[config.mk]
export PLATFORM = sky130hd
export DESIGN_NAME = mem_port_arbiter
export DESIGN_NICKNAME = d
export VERILOG_FILES = /design/src/rtl/mem_port_arbiter.sv
export SDC_FILE = /design/constraint.sdc
export NUM_CORES = 1
export LEC_CHECK = 0
export CAP_MARGIN = 20
export CORE_AREA = 2 2 211 213
export DETAILED_ROUTE_END_ITERATION = 16
export DIE_AREA = 0 0 213 215
export PLACE_DENSITY_LB_ADDON = 0.15
export RECOVER_POWER = 50
export SYNTH_ARGS = -nofsm -noshare
export SYNTH_HDL_FRONTEND = slang
export SYNTH_SLANG_ARGS = --single-unit
export TNS_END_PERCENT = 1
[constraint.sdc]
create_clock -name clk -period 2.23 [get_ports clk]
set_clock_uncertainty 0.15 [all_clocks]
set_input_delay 0.446 -clock clk [delete_from_list [all_inputs] [get_ports clk]]
set_output_delay 0.446 -clock clk [all_outputs]
set_load 0.05 [all_outputs]
[src/rtl/mem_port_arbiter.sv]
// Shares one memory-bus port between fetch and load/store; one outstanding transaction, grant registered 1 cycle after request.
// Requesters hold until their ack (stalls asserted meanwhile); MEM wins ties unless IF has waited STARVE_MAX grants.
module mem_port_arbiter #(
  parameter int ADDR_W     = 64,
  parameter int DATA_W     = 64,
  parameter int STARVE_MAX = 4
) (
  input  logic                clk,
  input  logic                rst_n,
  input  logic                if_req_i,
  input  logic [ADDR_W-1:0]   if_addr_i,
  output logic                if_ack_o,
  output logic [DATA_W-1:0]   if_rdata_o,
  output logic                if_stall_o,
  input  logic                mem_req_i,
  input  logic                mem_we_i,
  input  logic [ADDR_W-1:0]   mem_addr_i,
  input  logic [DATA_W-1:0]   mem_wdata_i,
  input  logic [DATA_W/8-1:0] mem_wstrb_i,
  output logic                mem_ack_o,
  output logic [DATA_W-1:0]   mem_rdata_o,
  output logic                mem_stall_o,
  input  logic                flush_i,
  output logic                bus_req_o,
  output logic                bus_we_o,
  output logic [ADDR_W-1:0]   bus_addr_o,
  output logic [DATA_W-1:0]   bus_wdata_o,
  output logic [DATA_W/8-1:0] bus_wstrb_o,
  input  logic                bus_ack_i,
  input  logic [DATA_W-1:0]   bus_rdata_i
);

  localparam int         STRB_W     = DATA_W / 8;
  localparam logic [3:0] STARVE_LIM = 4'(STARVE_MAX);

  typedef enum logic [1:0] {IDLE = 2'd0, GNT_IF = 2'd1, GNT_MEM = 2'd2} state_e;

  state_e              state_q, state_d;
  logic [3:0]          starve_cnt_q, starve_cnt_d;
  logic                discard_q, discard_d;
  logic                bus_req_q, bus_req_d;
  logic                bus_we_q, bus_we_d;
  logic [ADDR_W-1:0]   bus_addr_q, bus_addr_d;
  logic [DATA_W-1:0]   bus_wdata_q, bus_wdata_d;
  logic [STRB_W-1:0]   bus_wstrb_q, bus_wstrb_d;
  logic                if_gnt_ok, if_wins;

  always_comb begin
    state_d      = state_q;
    starve_cnt_d = starve_cnt_q;
    discard_d    = discard_q;
    bus_req_d    = bus_req_q;
    bus_we_d     = bus_we_q;
    bus_addr_d   = bus_addr_q;
    bus_wdata_d  = bus_wdata_q;
    bus_wstrb_d  = bus_wstrb_q;
    if_ack_o     = 1'b0;
    mem_ack_o    = 1'b0;
    // A fetch being flushed in the same cycle is not worth starting.
    if_gnt_ok    = if_req_i & ~flush_i;
    if_wins      = if_gnt_ok & (~mem_req_i | (starve_cnt_q == STARVE_LIM));

    case (state_q)
      IDLE: begin
        if (if_wins) begin
          state_d      = GNT_IF;
          bus_req_d    = 1'b1;
          bus_we_d     = 1'b0;
          bus_addr_d   = if_addr_i;
          bus_wdata_d  = '0;
          bus_wstrb_d  = '0;
          starve_cnt_d = 4'd0;
        end else if (mem_req_i) begin
          state_d     = GNT_MEM;
          bus_req_d   = 1'b1;
          bus_we_d    = mem_we_i;
          bus_addr_d  = mem_addr_i;
          bus_wdata_d = mem_wdata_i;
          bus_wstrb_d = mem_wstrb_i;
          if (if_req_i && (starve_cnt_q < STARVE_LIM)) begin
            starve_cnt_d = starve_cnt_q + 4'd1;
          end
        end
      end
      GNT_IF: begin
        if (flush_i) begin
          discard_d = 1'b1;
        end
        if (bus_ack_i) begin
          // Flush in the ack cycle itself also drops the stale fetch data.
          if_ack_o  = ~(discard_q | flush_i);
          state_d   = IDLE;
          bus_req_d = 1'b0;
          discard_d = 1'b0;
        end
      end
      GNT_MEM: begin
        if (bus_ack_i) begin
          mem_ack_o = 1'b1;
          state_d   = IDLE;
          bus_req_d = 1'b0;
        end
      end
      default: state_d = IDLE;
    endcase
  end

  always_ff @(posedge clk or negedge rst_n) begin
    if (!rst_n) begin
      state_q      <= IDLE;
      starve_cnt_q <= 4'd0;
      discard_q    <= 1'b0;
      bus_req_q    <= 1'b0;
      bus_we_q     <= 1'b0;
      bus_addr_q   <= '0;
      bus_wdata_q  <= '0;
      bus_wstrb_q  <= '0;
    end else begin
      state_q      <= state_d;
      starve_cnt_q <= starve_cnt_d;
      discard_q    <= discard_d;
      bus_req_q    <= bus_req_d;
      bus_we_q     <= bus_we_d;
      bus_addr_q   <= bus_addr_d;
      bus_wdata_q  <= bus_wdata_d;
      bus_wstrb_q  <= bus_wstrb_d;
    end
  end

  assign bus_req_o   = bus_req_q;
  assign bus_we_o    = bus_we_q;
  assign bus_addr_o  = bus_addr_q;
  assign bus_wdata_o = bus_wdata_q;
  assign bus_wstrb_o = bus_wstrb_q;

  assign if_rdata_o  = bus_rdata_i;
  assign mem_rdata_o = bus_rdata_i;
  assign if_stall_o  = if_req_i & ~if_ack_o;
  assign mem_stall_o = mem_req_i & ~mem_ack_o;

endmodule
After elaboration in Yosys (flattened, before gate mapping)
Cells that the tools add are included.

$add $sub $neg: 1. Reduce and logical (&&, ||, !) cells: 12. Multiplexer cells: 25. $lt $le $gt $ge: 1. Bitwise gates (word level): 11. Equal/unequal tests: 5.

Operators by type and width (count): $mux W64 (4); $mux W8 (2); $mux W4 (3); $mux W1 (11); $reduce_bool A2 Y1 (4); $mux W2 (3); $reduce_and A2 Y1 (3); $reduce_and A3 Y1 (2); $not A1 Y1 (5); $add A4 B1 Y4 const B (1); $and A1 B1 Y1 (4); $eq A4 B3 Y1 const B (1); $lt A4 B3 Y1 const B (1); $pmux W2 S2 (1); $ne A3 B3 Y1 const B (1); $eq A2 B1 Y1 const B (1); $eq A2 B2 Y1 const B (1); $logic_not A2 Y1 (1); $ne A2 B1 Y1 const B (1); $or A1 B1 Y1 (2); $pmux W1 S2 (1); $reduce_or A2 Y1 (1); $logic_and A1 B1 Y1 (1).

Logic and storage cells: 63. Bits of input ports: 271. Bits in registers: 145. Output and inout port bits: 270.

Logic depth before layout (Yosys ltp)
Word-level depth: 6. Mapped depth: 9. Gate-level depth less buffers: 6.

Worst setup path after synthesis
Ideal clock, no wire load.

Path kind: register -> output. Start: register state_q[1]. End: output port if_stall_o. Stages on the path, launching flop included: 6. Data required time: 1.634 ns. Arrival time: 2.308 ns. Buffers on the path: 0. Setup slack: -0.674 ns. Cell sequence: dfrtp_1 -> inv_1 -> ha_1 -> nand2_1 -> nor3_1 -> nor2b_1.

Word-level cells in the longest chain between the ends: 4.

Ends and longest elaborated chain: start: declaration (line 38) `state_e state_q, state_d;`; start signal: assignment (line 119) `state_q <= state_d;`; $eq A2 B1 Y1 (line 63) `case (state_q)`; $mux W1 (line 63); net if_ack_o (line 12) `output logic if_ack_o,`; $not A1 Y1 (line 138) `assign if_stall_o = if_req_i & ~if_ack_o;`; $and A1 B1 Y1 (line 138); end: declaration (line 14) `output logic if_stall_o,`.

The timed path passes the listed nets, and every way through them passes these cells.

Final worst setup path
Start: register bus_wdata_q[45], in the netlist bus_wdata_o[45]. End: output port bus_wdata_o[45].

RTL lines: start: declaration (line 44) `logic [DATA_W-1:0] bus_wdata_q, bus_wdata_d;`; start signal: assignment (line 125) `bus_wdata_q <= bus_wdata_d;`; end: declaration (line 27) `output logic [DATA_W-1:0] bus_wdata_o,`.

No word-level cell between the ends.

==> flow_summary.toml <==
[run_status]
status = "finished clean"

[power]
p_total_mw = 18.9
swShare_pct = 50.5
vdd_ir_drop_max_v = 0.000543
power.internal_mw = 9.34
comb_power_share_pct = 56.9
power.switching_mw = 9.54
seq_power_share_pct = 25.2
clkPwrFrac_pct = 17.8
power.leakage_nw = 5.44
p_per_area_nw_per_um2 = 1530

[drt]
wirelength_mm = 32.1
route.detailed.drc = 0
drtIter0Drc = 356
firstDrtPassIters = 4
vias = 7500
ant_nets = 0
via_per_inst = 4.29
wire_per_inst_um = 18.4

[yosys]
synth_cells = 946
ys_ff_latch = 145
yosysUniqueCellTypes = 33
synth-edff-count = 0
yosys_warnings = 0
avgSynthCellArea_um2 = 8.80
netlist_area_um2 = 8320
synthArstFlopShare_pct = 100
synth_ff_type = "dfrtp_1"
synth_nets = 1222
ys_seq_area_share_pct = 43.6

[worst_setup_path]
rr_worst_depth = 9
path_class = "flop to output pin"
worstPathRequired_ns = 1.63
critPathTopFamily = "buffers and inverters"
cp_max_fo = 2
reg2reg_slack_ns = 0.17
timing.rr.start = "state_q[1]"
max_stage_delay_ns = 0.80
reg2reg_to = "bus_addr_o[12]"
cp_num_buf_inv = 1
arrival_ns = 1.58
crit_chain = "clkdlybuf4s50_1"
critPathLaunchType = "flop"
endpoint_kind = "output pin"
slowest_stage = "clkdlybuf4s50_1"

[clocking]
clk_latency_ns = 0.45
clock-root-buffer = "clkbuf_16"
htreeDepth = 4
cts_buffer_depth = 2
cts_tree = "done"
clock-sinks = 145
cts-buffers-inserted = 17
clk_pin_slew_ns = 0.06

[final_layout]
layout_commonest_cell = "clkdlybuf4s50_1"
final_cell_mix = "204 x clkdlybuf4s50_1, 154 x nand2_1, 144 x dfrtp_1"
final_nets = 1419
fill_cells = 4711
layout-drive-gt1-share_pct = 9.86
area_growth_pct = 48.2

[die]
placementRows = 77
die_y_um = 215
initial_core_util_pct = 19.1
ios = 541
die_area_um2 = 45800
dieWidth_um = 213
core_um2 = 43600

[sta]
worst_pin_slew_ns = 1.15
hold_slack_ns = 0.321
slew_headroom_pct = 23.3
clock.fmax_mhz = 460
setup_viol = 0
fin_crit_sh_pct = 97.5
fin_ws_ns = 0.0566
rsz0062_at_grt = "true"
fin_crit_ns = 2.17
maxSlewViolCount = 0
hold_viol = 0

[min_path]
whs_path_depth = 2
min_to = "bus_wdata_o[36]"
min_path_type = "flop to flop"
hp-start = "bus_wdata_o[36]"

[flow_run]
max-cap-violations = 0

[grt]
grt_pass1_vias = 7792
grt_max_degree = 66
grt_pass1_wl_mm = 48.0
grt.met1_usage_pct = 16.9
grt_overflow = 0
use_met2_pct = 21.9
grt_use_met3_pct = 4.90
track_usage_pct = 13.8
antenna_found_initial = 1
top_usage_layer = "met2"

[placed_design]
numPortBuffers = 348
place_ws_ns = -0.0814
post-dp-hpwl_mm = 22.6
routabilityCongestion = 0.702
## worst reg2reg max path, delay by kind of cell (launching register included)
family / cells / cell delay [ns]
buffers and inverters: 4 / 0.64
AOI/OAI and AO/OA: 3 / 0.53
and+or+nand+nor: 1 / 0.08
adders and majority gates: 1 / 0.19
DFF: 1 / 0.37
## cell type report
cell class              count  area, µm²  share of cell area (%)
diodes                      1       2.50                  0.0203
clock buffers              21        470                    3.81
clock inverters            11        200                    1.62
inverters                  70        263                    2.13
multi-input cells         520       3150                    25.5
flip-flops and latches    145       3630                    29.4
well taps                 592        741                    6.01
repair buffers            389       3880                    31.5
## cells in the mapped netlist, types with 2 or more instances
library cell  number  area share [%]
a21oi_1            4            0.24
a311oi_1          64             6.7
and2_1             3            0.23
buf_2             33             2.0
buf_4            135              12
buf_6              4            0.54
clkbuf_1          38             1.7
dfrtp_1          145              44
ha_1               5            0.75
inv_1             69             3.1
nand2_1          155             7.0
nand3b_1           3            0.27
nor2_1             3            0.14
nor2b_1            2            0.15
nor3_1            65             3.9
o21ai_0           63             3.8
o21ai_1           12            0.72
o22a_1            64             6.7
o22ai_1           64             4.8
o31ai_1            2            0.18
## worst max path at each step
stage / cells past startpoint / slack (ns) / from / endpoint
3_5_place_dp: 6 / -0.08 / flush_i / if_stall_o
6_report: 1 / 0.06 / bus_wdata_o[45] / bus_wdata_o[45]
3_3_place_gp: 6 / -0.06 / flush_i / if_stall_o
2_1_floorplan: 4 / 0.02 / state_q[0] / mem_stall_o
4_1_cts: 7 / -0.1 / state_q[1] / if_stall_o
5_1_grt: 6 / -0.005 / state_q[1] / if_ack_o
## sequential cells by signal, summed over array words and instances (netlist names)
register      cells
starve_cnt_q      4
bus_wstrb_o       8
bus_req_o         1
state_q           2
bus_we_o          1
bus_addr_o       64
discard_q         1
bus_wdata_o      64
## repair_timing
action	in CTS	in global routing
gates resized for setup	118	12
cloned	0	0
endpoints found under the setup margin	114	8
pin swaps	1	1
endpoints found under the hold margin	37	0
hold buffers	1	0
setup buffers	2	0
## cell families after synthesis
family	after synthesis	share of synthesized area, %
buf+inv	281	19.6
compound gates	280	24.0
simple gates	235	12.0
flops	145	43.6
fa+ha+maj	5	0.752
## metrics by stage
step / instance area (µm²) / utilization, % / std cells / setup TNS, ns
6_report: 12300 / 28.3 / 1749 / 0
5_1_grt: 12300 / 28.3 / 1748 / -0.00525
4_1_cts: 12400 / 28.3 / 1749 / -0.276
3_5_place_dp: 11800 / 27.0 / 1714 / -0.480
3_3_place_gp: 11800 / 27.0 / 1714 / -0.214
2_1_floorplan: 8330 / - / 946 / 0
## metal layers
| metal | share of wire, % | vias to the layer above |
|---|---|---|
| met5 | 0.040 | - |
| met4 | 2.4 | 2 |
| met3 | 8.7 | 52 |
| met2 | 45 | 304 |
| met1 | 44 | 3526 |
| li1 | - | 3616 |
## power by group through the flow
| stage | Combinational [mW] | Clock (mW) | Sequential [mW] |
|---|---|---|---|
| floorplan | 3.58 | 0 | 9.00 |
| global placement | 11.5 | 0 | 4.83 |
| detailed placement | 11.5 | 0 | 4.84 |
| CTS | 10.9 | 3.53 | 4.78 |
| global route | 11.5 | 3.59 | 4.96 |
| finish | 10.7 | 3.37 | 4.77 |
Power figures use the tool's default switching activity.
